===== config.mk =====
export PLATFORM = sky130hd
export DESIGN_NAME = reg_bank_arbiter
export DESIGN_NICKNAME = d
export VERILOG_FILES = /design/src/rtl/reg_bank_arbiter.sv
export SDC_FILE = /design/constraint.sdc
export NUM_CORES = 1
export LEC_CHECK = 0
export CAP_MARGIN = 20
export CORE_UTILIZATION = 30
export DETAILED_ROUTE_END_ITERATION = 8
export PLACE_DENSITY = 0.59
export SYNTH_ARGS = -nofsm -noshare
export SYNTH_HDL_FRONTEND = slang
export SYNTH_SLANG_ARGS = --single-unit

===== constraint.sdc =====
create_clock -name clk -period 4.35 [get_ports clk]
set_clock_uncertainty 0.15 [all_clocks]
set_input_delay 0.87 -clock clk [delete_from_list [all_inputs] [get_ports clk]]
set_output_delay 0.87 -clock clk [all_outputs]
set_load 0.005 [all_outputs]

===== src/rtl/reg_bank_arbiter.sv =====
// Round-robin arbiter that sequences single-word writes/reads into a small
// enable-gated register bank it owns; one transaction per IDLE->GRANT->RELEASE pass.
module reg_bank_arbiter #(
    parameter int N_REQ = 4,
    parameter int W     = 4,
    parameter int DEPTH = 4,
    parameter int AW    = 2
) (
    input  logic                 clk,
    input  logic                 reset,
    input  logic [N_REQ-1:0]     req,
    input  logic [N_REQ-1:0]     we,
    input  logic [N_REQ*AW-1:0]  addr,
    input  logic [N_REQ*W-1:0]   wdata,
    output logic [N_REQ-1:0]     gnt,
    output logic [N_REQ-1:0]     ack,
    output logic [W-1:0]         rdata,
    output logic [DEPTH*W-1:0]   bank_q,
    output logic                 busy
);

    localparam int PW = (N_REQ > 1) ? $clog2(N_REQ) : 1;

    typedef enum logic [1:0] {IDLE, GRANT, RELEASE} state_t;

    state_t              state;
    state_t              state_nxt;
    logic [PW-1:0]       last;
    logic [PW-1:0]       winner;
    logic                any_req;
    int unsigned         scan_idx;
    logic [W-1:0]        bank [DEPTH];
    logic [DEPTH-1:0]    load_en;
    logic                sel_we;
    logic [AW-1:0]       sel_addr;
    logic [W-1:0]        sel_wdata;
    int unsigned         sel_idx;
    logic [W-1:0]        rd_word;

    // Rotating-priority scan: first set req bit after the last winner, wrapping.
    always_comb begin
        winner   = last;
        any_req  = 1'b0;
        scan_idx = 0;
        for (int unsigned k = 1; k <= N_REQ; k++) begin
            scan_idx = (32'(last) + k) % N_REQ;
            if (!any_req && req[scan_idx]) begin
                any_req = 1'b1;
                winner  = PW'(scan_idx);
            end
        end
    end

    // While granted, `last` names the owner, so it selects the active request.
    always_comb begin
        sel_we    = we[last];
        sel_addr  = addr[32'(last)*AW +: AW];
        sel_wdata = wdata[32'(last)*W +: W];
        sel_idx   = 32'(sel_addr);
        rd_word   = '0;
        load_en   = '0;
        for (int unsigned j = 0; j < DEPTH; j++) begin
            if (sel_idx == j) begin
                rd_word    = bank[j];
                load_en[j] = (state == GRANT) && sel_we;
            end
        end
    end

    always_ff @(posedge clk or negedge reset) begin
        if (!reset) begin
            for (int unsigned j = 0; j < DEPTH; j++) begin
                bank[j] <= '0;
            end
        end else begin
            for (int unsigned j = 0; j < DEPTH; j++) begin
                if (load_en[j]) begin
                    bank[j] <= sel_wdata;
                end
            end
        end
    end

    always_comb begin
        bank_q = '0;
        for (int unsigned j = 0; j < DEPTH; j++) begin
            bank_q[j*W +: W] = bank[j];
        end
    end

    always_ff @(posedge clk or negedge reset) begin
        if (!reset) begin
            state <= IDLE;
        end else begin
            state <= state_nxt;
        end
    end

    always_comb begin
        state_nxt = state;
        case (state)
            IDLE:    if (any_req) state_nxt = GRANT;
            GRANT:   state_nxt = RELEASE;
            RELEASE: state_nxt = IDLE;
            default: state_nxt = IDLE;
        endcase
    end

    always_ff @(posedge clk or negedge reset) begin
        if (!reset) begin
            gnt   <= '0;
            ack   <= '0;
            rdata <= '0;
            last  <= PW'(N_REQ - 1);
        end else begin
            case (state)
                IDLE: begin
                    if (any_req) begin
                        gnt  <= N_REQ'(1) << winner;
                        last <= winner;
                    end
                end
                GRANT: begin
                    ack   <= gnt;
                    rdata <= rd_word;
                end
                RELEASE: begin
                    gnt <= '0;
                    ack <= '0;
                end
                default: begin
                    gnt <= '0;
                    ack <= '0;
                end
            endcase
        end
    end

    always_comb begin
        busy = (state != IDLE);
    end

endmodule


==> results of run 1 <==
-- worst paths after layout --
path                       startpoint         to  slack (ns)  cells after the start
setup / recovery              addr[0]  bank_q[3]        1.53                      4
hold / removal               rdata[3]   rdata[3]        0.34                      2
setup reg to reg              last[0]  bank_q[3]        1.72                      3
hold reg to reg              rdata[3]   rdata[3]        0.34                      2
max in group asynchronous       reset    last[1]        2.88                      2
min in group asynchronous       reset     ack[1]        0.84                      2
-- sequential cells by signal (all words and copies together) (netlist names) --
| name | flops |
|---|---|
| bank_q | 16 |
| ack | 4 |
| gnt | 4 |
| rdata | 4 |
| last | 2 |
| state | 2 |
-- synthesized netlist by cell type, types with 2 or more instances --
| cell type | number | area, sq um |
|---|---|---|
| dfrtp_1 | 30 | 751 |
| mux2i_1 | 14 | 140 |
| mux2_2 | 12 | 135 |
| nand2_1 | 8 | 30.0 |
| nor2_1 | 8 | 30.0 |
| mux4_1 | 6 | 158 |
| mux2_4 | 5 | 75.1 |
| o21ai_0 | 5 | 25.0 |
| nand2b_1 | 4 | 25.0 |
| o221ai_1 | 4 | 35.0 |
| a22o_1 | 2 | 17.5 |
| buf_6 | 2 | 22.5 |
| dfstp_2 | 2 | 52.6 |
| inv_1 | 2 | 7.51 |
| nand4_1 | 2 | 12.5 |
| o21a_1 | 2 | 15.0 |
| o2bb2ai_1 | 2 | 17.5 |
| or2_2 | 2 | 12.5 |
-- through the flow --
step | util | setup slack, ns | instances | hold WS (ns) | instance area, sq um
final | 0.463 | 1.53 | 258 | 0.341 | 2390
after global routing | 0.463 | 1.40 | 258 | 0.364 | 2390
after CTS | 0.463 | 1.53 | 258 | 0.348 | 2390
after detailed placement | 0.448 | 1.24 | 251 | 0.333 | 2320
after global placement | 0.448 | 1.39 | 251 | 0.317 | 2320
after floorplan | - | 1.85 | 122 | 0.330 | 1630
-- layer usage --
layer | global-route usage | routed length [microns]
met5 | 0 | 0
met4 | 0.0741 | 48
met3 | 0.0212 | 136
met2 | 0.245 | 2020
met1 | 0.218 | 1780
-- tightest hold or removal path, delay by kind of cell, from the launching register on --
kind	cells	cell delay, ns
AND/OR/NAND/NOR	1	0.05
flip-flops	1	0.35
AO/OA/AOI/OAI	1	0.06
-- final cells by class --
type | instances | area share
clock inverter | 1 | 0.00209
clock buffer | 6 | 0.0303
sequential | 32 | 0.336
multi-input combinational | 84 | 0.330
timing repair buffer | 63 | 0.262
inverter | 2 | 0.00314
tap | 70 | 0.0366
-- cells by family (layout without fill, tap and decap cells) --
kind of cell | Yosys count | count (layout) | share of synthesized area
mux | 37 | 37 | 0.311
flops | 32 | 32 | 0.492
simple gates | 30 | 30 | 0.0966
compound gates | 17 | 17 | 0.0759
buf+inv | 6 | 72 | 0.0238
-- power breakdown --
part | switching, W | internal (W) | leakage (nW)
clock network | 0.0000998 | 0.000109 | 0.0410
registers | 0.000152 | 0.000441 | 0.401
logic | 0.000273 | 0.000479 | 0.590
total | 0.000525 | 0.00103 | 1.03
==> metrics.txt, run 1 <==
status=complete, no violations; post-DP HPWL=3140 microns; worst path arrival time=2.83 ns; RePlAce Congestion=0.757; first-pass iteration count of the detailed router=4; first-pass GRT wire length=6540 microns; chip height=75.7 microns; ys flop type=dfrtp_1; min cycle time layout=2.82 ns; VDD IR-drop max=0.244 mV; Post-DRT Antenna Nets=0; vias in the first global route=1323; WS Path Type=input pin to flip-flop; Hold Violations, Final=0; Post-Syn Area=1630 sq um; share of layout cells above drive strength 1=0.154; vias=1238; FP Rows=26; Critical Path, Cell by Cell=clkdlybuf4s50_1 -> mux4_1 -> nor3b_1 -> mux2_2; critical path's slowest cell=mux4_1; largest net degree at the start of global routing=33; Synth Area per Inst=13.4 sq um; Synth Register Bits=32; Buf/Inv on CP=1; area of the multi-input gates=790 sq um; Nets=222; antenna cells=0; HP Class=flip-flop to flip-flop; Register Area=803 sq um; Sink Count=32; chip width=75.7 microns; Area growth syn-to-layout=46.7%; Lkg Pwr=1.03 nW; # hold bufs at CTS=0; most frequent cells in the layout=clkdlybuf4s50_1 (62), dfrtp_1 (30), mux2i_1 (14); drt wl/cell=15.5 microns; Least-Margin Pin Slew=0.599 ns; H-Tree Depth=2; Seq/Total Area, Yosys=0.492; Die ar.=5740 sq um; initial antenna violation count=0; number of flops mapped to enable cells by yosys=0; final wirelength=3990 microns; GRT overflow=0; Initial Utilization=0.315; IO Count=63; CP peak stage delay=0.60 ns; Power Dens Cells=649 nW/um^2; synth warn=0; Max Fanout on Critical Path=6; WP data required=4.36 ns; Setup crit end kind=flip-flop; Root Driver=clkbuf_8; TritonCTS clock tree=built; residual DRC count=0; clock tree buffer depth=2; Syn Inst Count=122; Max Cap Viol=0; RSZ-0062 raised after global routing=false; worst skew pair latency=0.27 ns; library cells used by synthesis=28; Final Max Slew Viols=0; Initial DRC Count=91; cell family with most CP delay=multiplexers; CP Launch Type=input pin; period utilisation layout=0.649; Fillers=477; CTS buffer count=5; setup violators final=0; Synth Net Count=156; Final Power=0.00155 W; via/cell ratio=4.80; total track usage=0.158; Post-Route Setup TNS=0 ns; clk slew on worst S/H paths=0.06 ns; slew margin rel.=0.600; commonest non-fill, non-tap cell in the layout=clkdlybuf4s50_1; Post-CTS Resized=0; fmax=0.354 GHz; ys async rst share=1.00; Post-CTS Setup Bufs=0; total core area=5170 sq um; Port Buf Inserts=62
No activity file was read; power rests on OpenSTA's default activity.
==> run 2, diff against run 1 <==
clock period = 2.89 ns   (was 4.35 ns; I/O delays follow)
==> run 2 against run 1 <==
Critical path depth stayed put. Global-route usage is 0.39 points lower. Final cell count up 1.2%.
==> metrics.txt, run 2 (same netlist as run 1, synthesis figures left out) <==
design area=2420 sq um (+1.3%); Area growth syn-to-layout=48.5%; worst path arrival time=2.36 ns (-0.47 ns); total core area=5170 sq um (unchanged); first-pass iteration count of the detailed router=4 (unchanged); vias in the first global route=1282 (-3.1%); Post-Route Setup TNS=0 ns (unchanged); CP Launch Type=input pin; Root Driver=clkbuf_8; post-DP HPWL=3100 microns (-1.1%); Buf/Inv on CP=1 (unchanged); clock tree buffer depth=2 (unchanged); post-layout util=0.469 (+0.00581); fmax=0.426 GHz; max reg flops=16 (unchanged); GRT overflow=0 (unchanged); largest net degree at the start of global routing=33 (unchanged); initial antenna violation count=0 (unchanged); Sink Count=32 (unchanged); via/cell ratio=4.94 (+2.9%); critical path's slowest cell=mux4_1; H-Tree Depth=2 (unchanged); Fillers=482 (+1.0%); Critical Path, Cell by Cell=clkdlybuf4s50_1 -> mux4_1 -> or3_4 -> mux2_4; Least-Margin Pin Slew=0.398 ns (-0.201 ns); WS Path Type=input pin to flip-flop; worst skew pair latency=0.28 ns (about the same); vias=1289 (+4.1%); VDD IR-drop max=0.304 mV (+25%); chip height=75.7 microns (unchanged); Port Buf Inserts=62 (unchanged); period utilisation layout=0.812; FP Rows=26 (unchanged); Nets=224 (+0.90%); Final Max Slew Viols=0 (unchanged); # hold bufs at CTS=0 (unchanged); WP data required=2.90 ns (-1.46 ns); Die ar.=5740 sq um (unchanged); RSZ-0062 raised after global routing=false; Final Power=0.00239 W (+54%); first-pass GRT wire length=6440 microns (-1.6%); TritonCTS clock tree=built; drt wl/cell=15.3 microns (-1.3%); chip width=75.7 microns (unchanged); final wirelength=3980 microns (-0.13%); CP peak stage delay=0.60 ns (about the same); Initial Utilization=0.315 (unchanged); Area after DPL=2330 sq um (+0.65%); Post-DRT Antenna Nets=0 (unchanged); Post-CTS Resized=0 (unchanged); Hold Violations, Final=0 (unchanged); slew margin rel.=0.735 (+0.135); Lkg Pwr=1.05 nW (+1.9%); RePlAce Congestion=0.765 (+0.99%); cell family with most CP delay=multiplexers; min cycle time layout=2.35 ns; most frequent cells in the layout=clkdlybuf4s50_1 (62), dfrtp_1 (30), mux2i_1 (14); Max Cap Viol=0 (unchanged); commonest non-fill, non-tap cell in the layout=clkdlybuf4s50_1; Max Fanout on Critical Path=6 (unchanged); IO Count=63 (unchanged); share of layout cells above drive strength 1=0.173 (+0.0185); total track usage=0.154 (-0.00386); CTS buffer count=5 (unchanged); Initial DRC Count=72 (-21%); status=complete, no violations; residual DRC count=0 (unchanged); Post-CTS Setup Bufs=0 (unchanged); HP Class=flip-flop to flip-flop; clk slew on worst S/H paths=0.07 ns (about the same); setup violators final=0 (unchanged); Power Dens Cells=987 nW/um^2 (+52%); Setup crit end kind=flip-flop; antenna cells=0 (unchanged)
## run 2: changes by cell type in the layout (fill, tap and decap cells not counted), sizes merged
cell,delta
clkinv,+1
buf,+2
## run 2: final timing paths
check | from | endpoint | slack [ns] | cells after the start
max in group asynchronous | reset | last[0] | 1.72 | 2
min in group asynchronous | reset | ack[1] | 0.55 | 2
worst max register to register | last[0] | bank_q[10] | 0.57 | 3
worst min-delay path | rdata[2] | rdata[2] | 0.34 | 2
worst min register to register | rdata[2] | rdata[2] | 0.34 | 2
worst max-delay path | addr[2] | bank_q[10] | 0.54 | 4
## run 2: cell type report
| type | count | area (sq um) | share of cell area |
|---|---|---|---|
| Sequential cell | 32 | 803 | 0.331 |
| Multi-Input combinational cell | 84 | 790 | 0.326 |
| Timing Repair Buffer | 65 | 643 | 0.265 |
| Tap cell | 70 | 87.6 | 0.0361 |
| Clock buffer | 6 | 82.6 | 0.0341 |
| Clock inverter | 2 | 10.0 | 0.00413 |
| Inverter | 2 | 7.51 | 0.00310 |
## run 2: worst min-delay path: stages (launching register included)
cell and delay, ns:
dfrtp_1 0.35, nand2_1 0.05, o221ai_1 0.06
## run 2: power by group
group | internal (W) | switching [W]
registers | 0.000664 | 0.000204
clock network | 0.000190 | 0.000160
logic | 0.000733 | 0.000442
total | 0.00159 | 0.000806
## run 2: layer usage
layer / GRT usage / share of wire / up-vias
met1: 0.203 / 0.44 / 643
li1: - / - / 597
met3: 0.0357 / 0.051 / 4
met5: 0 / 0 / -
met4: 0.0494 / 0.010 / 0
met2: 0.250 / 0.50 / 45
## run 2: through the flow
step,hold slack [ns],instances,worst slack [ns]
after floorplan,0.132,122,0.658
after CTS,0.349,261,0.545
after global placement,0.320,253,0.286
after detailed placement,0.329,253,0.249
final,0.343,261,0.543
after global routing,0.377,261,0.480
==> run 3, diff against run 2 <==
PLACE_DENSITY = 0.62   (was 0.59)
clock period = 1.9 ns   (was 2.89 ns; I/O delays follow)
==> run 3 against run 2 <==
The flow now finishes with violations (setup timing). Register-to-register slack lost 0.79 ns. Design area grew 8.5%. Largest cell class is now multi-input gates. Sequential share of layout area shrank 2.6 points. Setup slack lost 0.76 ns. Final cell count grew 6.1%. Combinational power grew 95%.
==> metrics.txt, run 3 (same netlist as run 1, synthesis figures left out) <==
CP peak stage delay=0.58 ns (-0.02 ns); fmax=0.472 GHz; # hold bufs at CTS=0 (unchanged); Port Buf Inserts=62 (unchanged); DR WL met3=185 microns (-9.8%); Area after DPL=2440 sq um (+4.6%); post-layout util=0.508 (+0.0397); status=finished with violations; Root Driver=clkbuf_8; WS Path Type=flip-flop to flip-flop; chip height=75.7 microns (unchanged); worst setup margin=-0.218 ns (-0.762 ns); residual DRC count=0 (unchanged); CP Launch Type=flip-flop; H-Tree Depth=2 (unchanged); first-pass iteration count of the detailed router=4 (unchanged); design area=2630 sq um (+8.5%); initial antenna violation count=0 (unchanged); cells on worst reg2reg path=3 (unchanged); IO Count=63 (unchanged); WP data required=1.91 ns (-0.99 ns); Max Fanout on Critical Path=5 (-1); post-DP HPWL=3410 microns (+9.8%); worst skew pair latency=0.28 ns (about the same); Power Dens Cells=1550 nW/um^2 (+57%); via/cell ratio=4.73 (-4.2%); RSZ-0062 raised after global routing=true; GRT overflow=0 (unchanged); min cycle time layout=2.12 ns; commonest non-fill, non-tap cell in the layout=clkdlybuf4s50_1; first-pass GRT wire length=6540 microns (+1.6%); CTS buffer count=5 (unchanged); TritonCTS clock tree=built; share of layout cells above drive strength 1=0.295 (+0.122); max reg flops=16 (unchanged); failing checks=setup timing; VDD IR-drop max=0.507 mV (+67%); Nets=241 (+7.6%); Lkg Pwr=1.14 nW (+8.2%); total track usage=0.159 (+0.00518); largest net degree at the start of global routing=33 (unchanged); DR top layer=met4; Least-Margin Pin Slew=0.414 ns (+0.0161 ns); clk slew on worst S/H paths=0.07 ns (about the same); Critical Path, Cell by Cell=mux4_2 -> or3_4 -> mux2_4; setup violators final=20 (+20); slew margin rel.=0.724 (-0.0108); Hold Violations, Final=0 (unchanged); Die ar.=5740 sq um (unchanged); Setup crit end kind=flip-flop; cell family with most CP delay=multiplexers; chip width=75.7 microns (unchanged); Initial DRC Count=48 (-33%); Final Power=0.00407 W (+70%); Initial Utilization=0.315 (unchanged); final wirelength=4310 microns (+8.3%); total core area=5170 sq um (unchanged); worst hold margin=0.345 ns (+0.00216 ns); vias=1310 (+1.6%); clock tree buffer depth=2 (unchanged); Final Max Slew Viols=0 (unchanged); Post-DRT Antenna Nets=0 (unchanged); Area growth syn-to-layout=61.1%; R2R Path Start=last[0]; drt wl/cell=15.6 microns (+2.0%); met1 WL=1940 microns (+11%); Sink Count=32 (unchanged); FF-to-FF End=bank_q[11]; vias in the first global route=1381 (+7.7%); FP Rows=26 (unchanged); routed wl met2=2130 microns (+6.9%); RePlAce Congestion=0.848 (+11%); launch point of the worst path=last[0]; antenna cells=0 (unchanged); critical path's slowest cell=dfstp_2; Buf/Inv on CP=0 (-1); HP Class=input pin to async pin; R2R setup slack=-0.22 ns (-0.79 ns); Max Cap Viol=0 (unchanged); most frequent cells in the layout=clkdlybuf4s50_1 (61), dfrtp_1 (30), buf_4 (17); worst path arrival time=2.13 ns (-0.23 ns); period utilisation layout=1.11
run 3: changes by cell type in the layout (fill, tap and decap cells not counted), moves of 4 or more:
cell | before | now
buf_4 | 3 | 17
mux2i_1 | 14 | 10
mux2_4 | 5 | 9
mux2_2 | 12 | 8
run 3: worst max-delay path by stage:
| stage | to | slack (ns) | depth (start not counted) |
|---|---|---|---|
| 2_1_floorplan | bank_q[10] | -0.21 | 3 |
| 3_3_place_gp | bank_q[8] | -0.47 | 4 |
| 6_report | bank_q[11] | -0.22 | 3 |
| 5_1_grt | bank_q[11] | -0.27 | 3 |
| 4_1_cts | bank_q[11] | -0.20 | 3 |
| 3_5_place_dp | bank_q[12] | -0.49 | 5 |
run 3: per-layer routing:
layer,vias up,global-route usage
met4,0,0.0741
met5,-,0
li1,628,-
met2,42,0.262
met1,633,0.202
met3,7,0.0304
run 3: repair_timing:
| action | CTS | global route |
|---|---|---|
| resized for setup | 5 | 18 |
| pin swaps | 3 | 3 |
| buffers inserted | 1 | 2 |
| setup endpoints to repair | 21 | 20 |
run 3: power by group:
group          total (W)  switching (W)  leakage, nW  internal, W
Sequential       0.00129       0.000282        0.401      0.00101
Combinational    0.00228       0.000830        0.697      0.00145
Clock           0.000497       0.000250       0.0400     0.000248
Total            0.00407        0.00136         1.14      0.00271
run 3: through the flow:
stage	std cells	TNS (ns)	worst slack (ns)
after detailed placement	267	-8.15	-0.490
after floorplan	122	-1.88	-0.214
after global routing	277	-4.54	-0.272
after CTS	275	-3.29	-0.203
after global placement	267	-7.37	-0.470
final	277	-3.25	-0.218
run 3: layout make-up:
type,instances,area [sq um]
flip-flops and latches,32,803
fillers,441,2540
clock buffers,5,68.8
clock inverters,2,12.5
repair buffers,82,790
multi-input cells,84,860
well taps,70,87.6
inverters,2,7.51
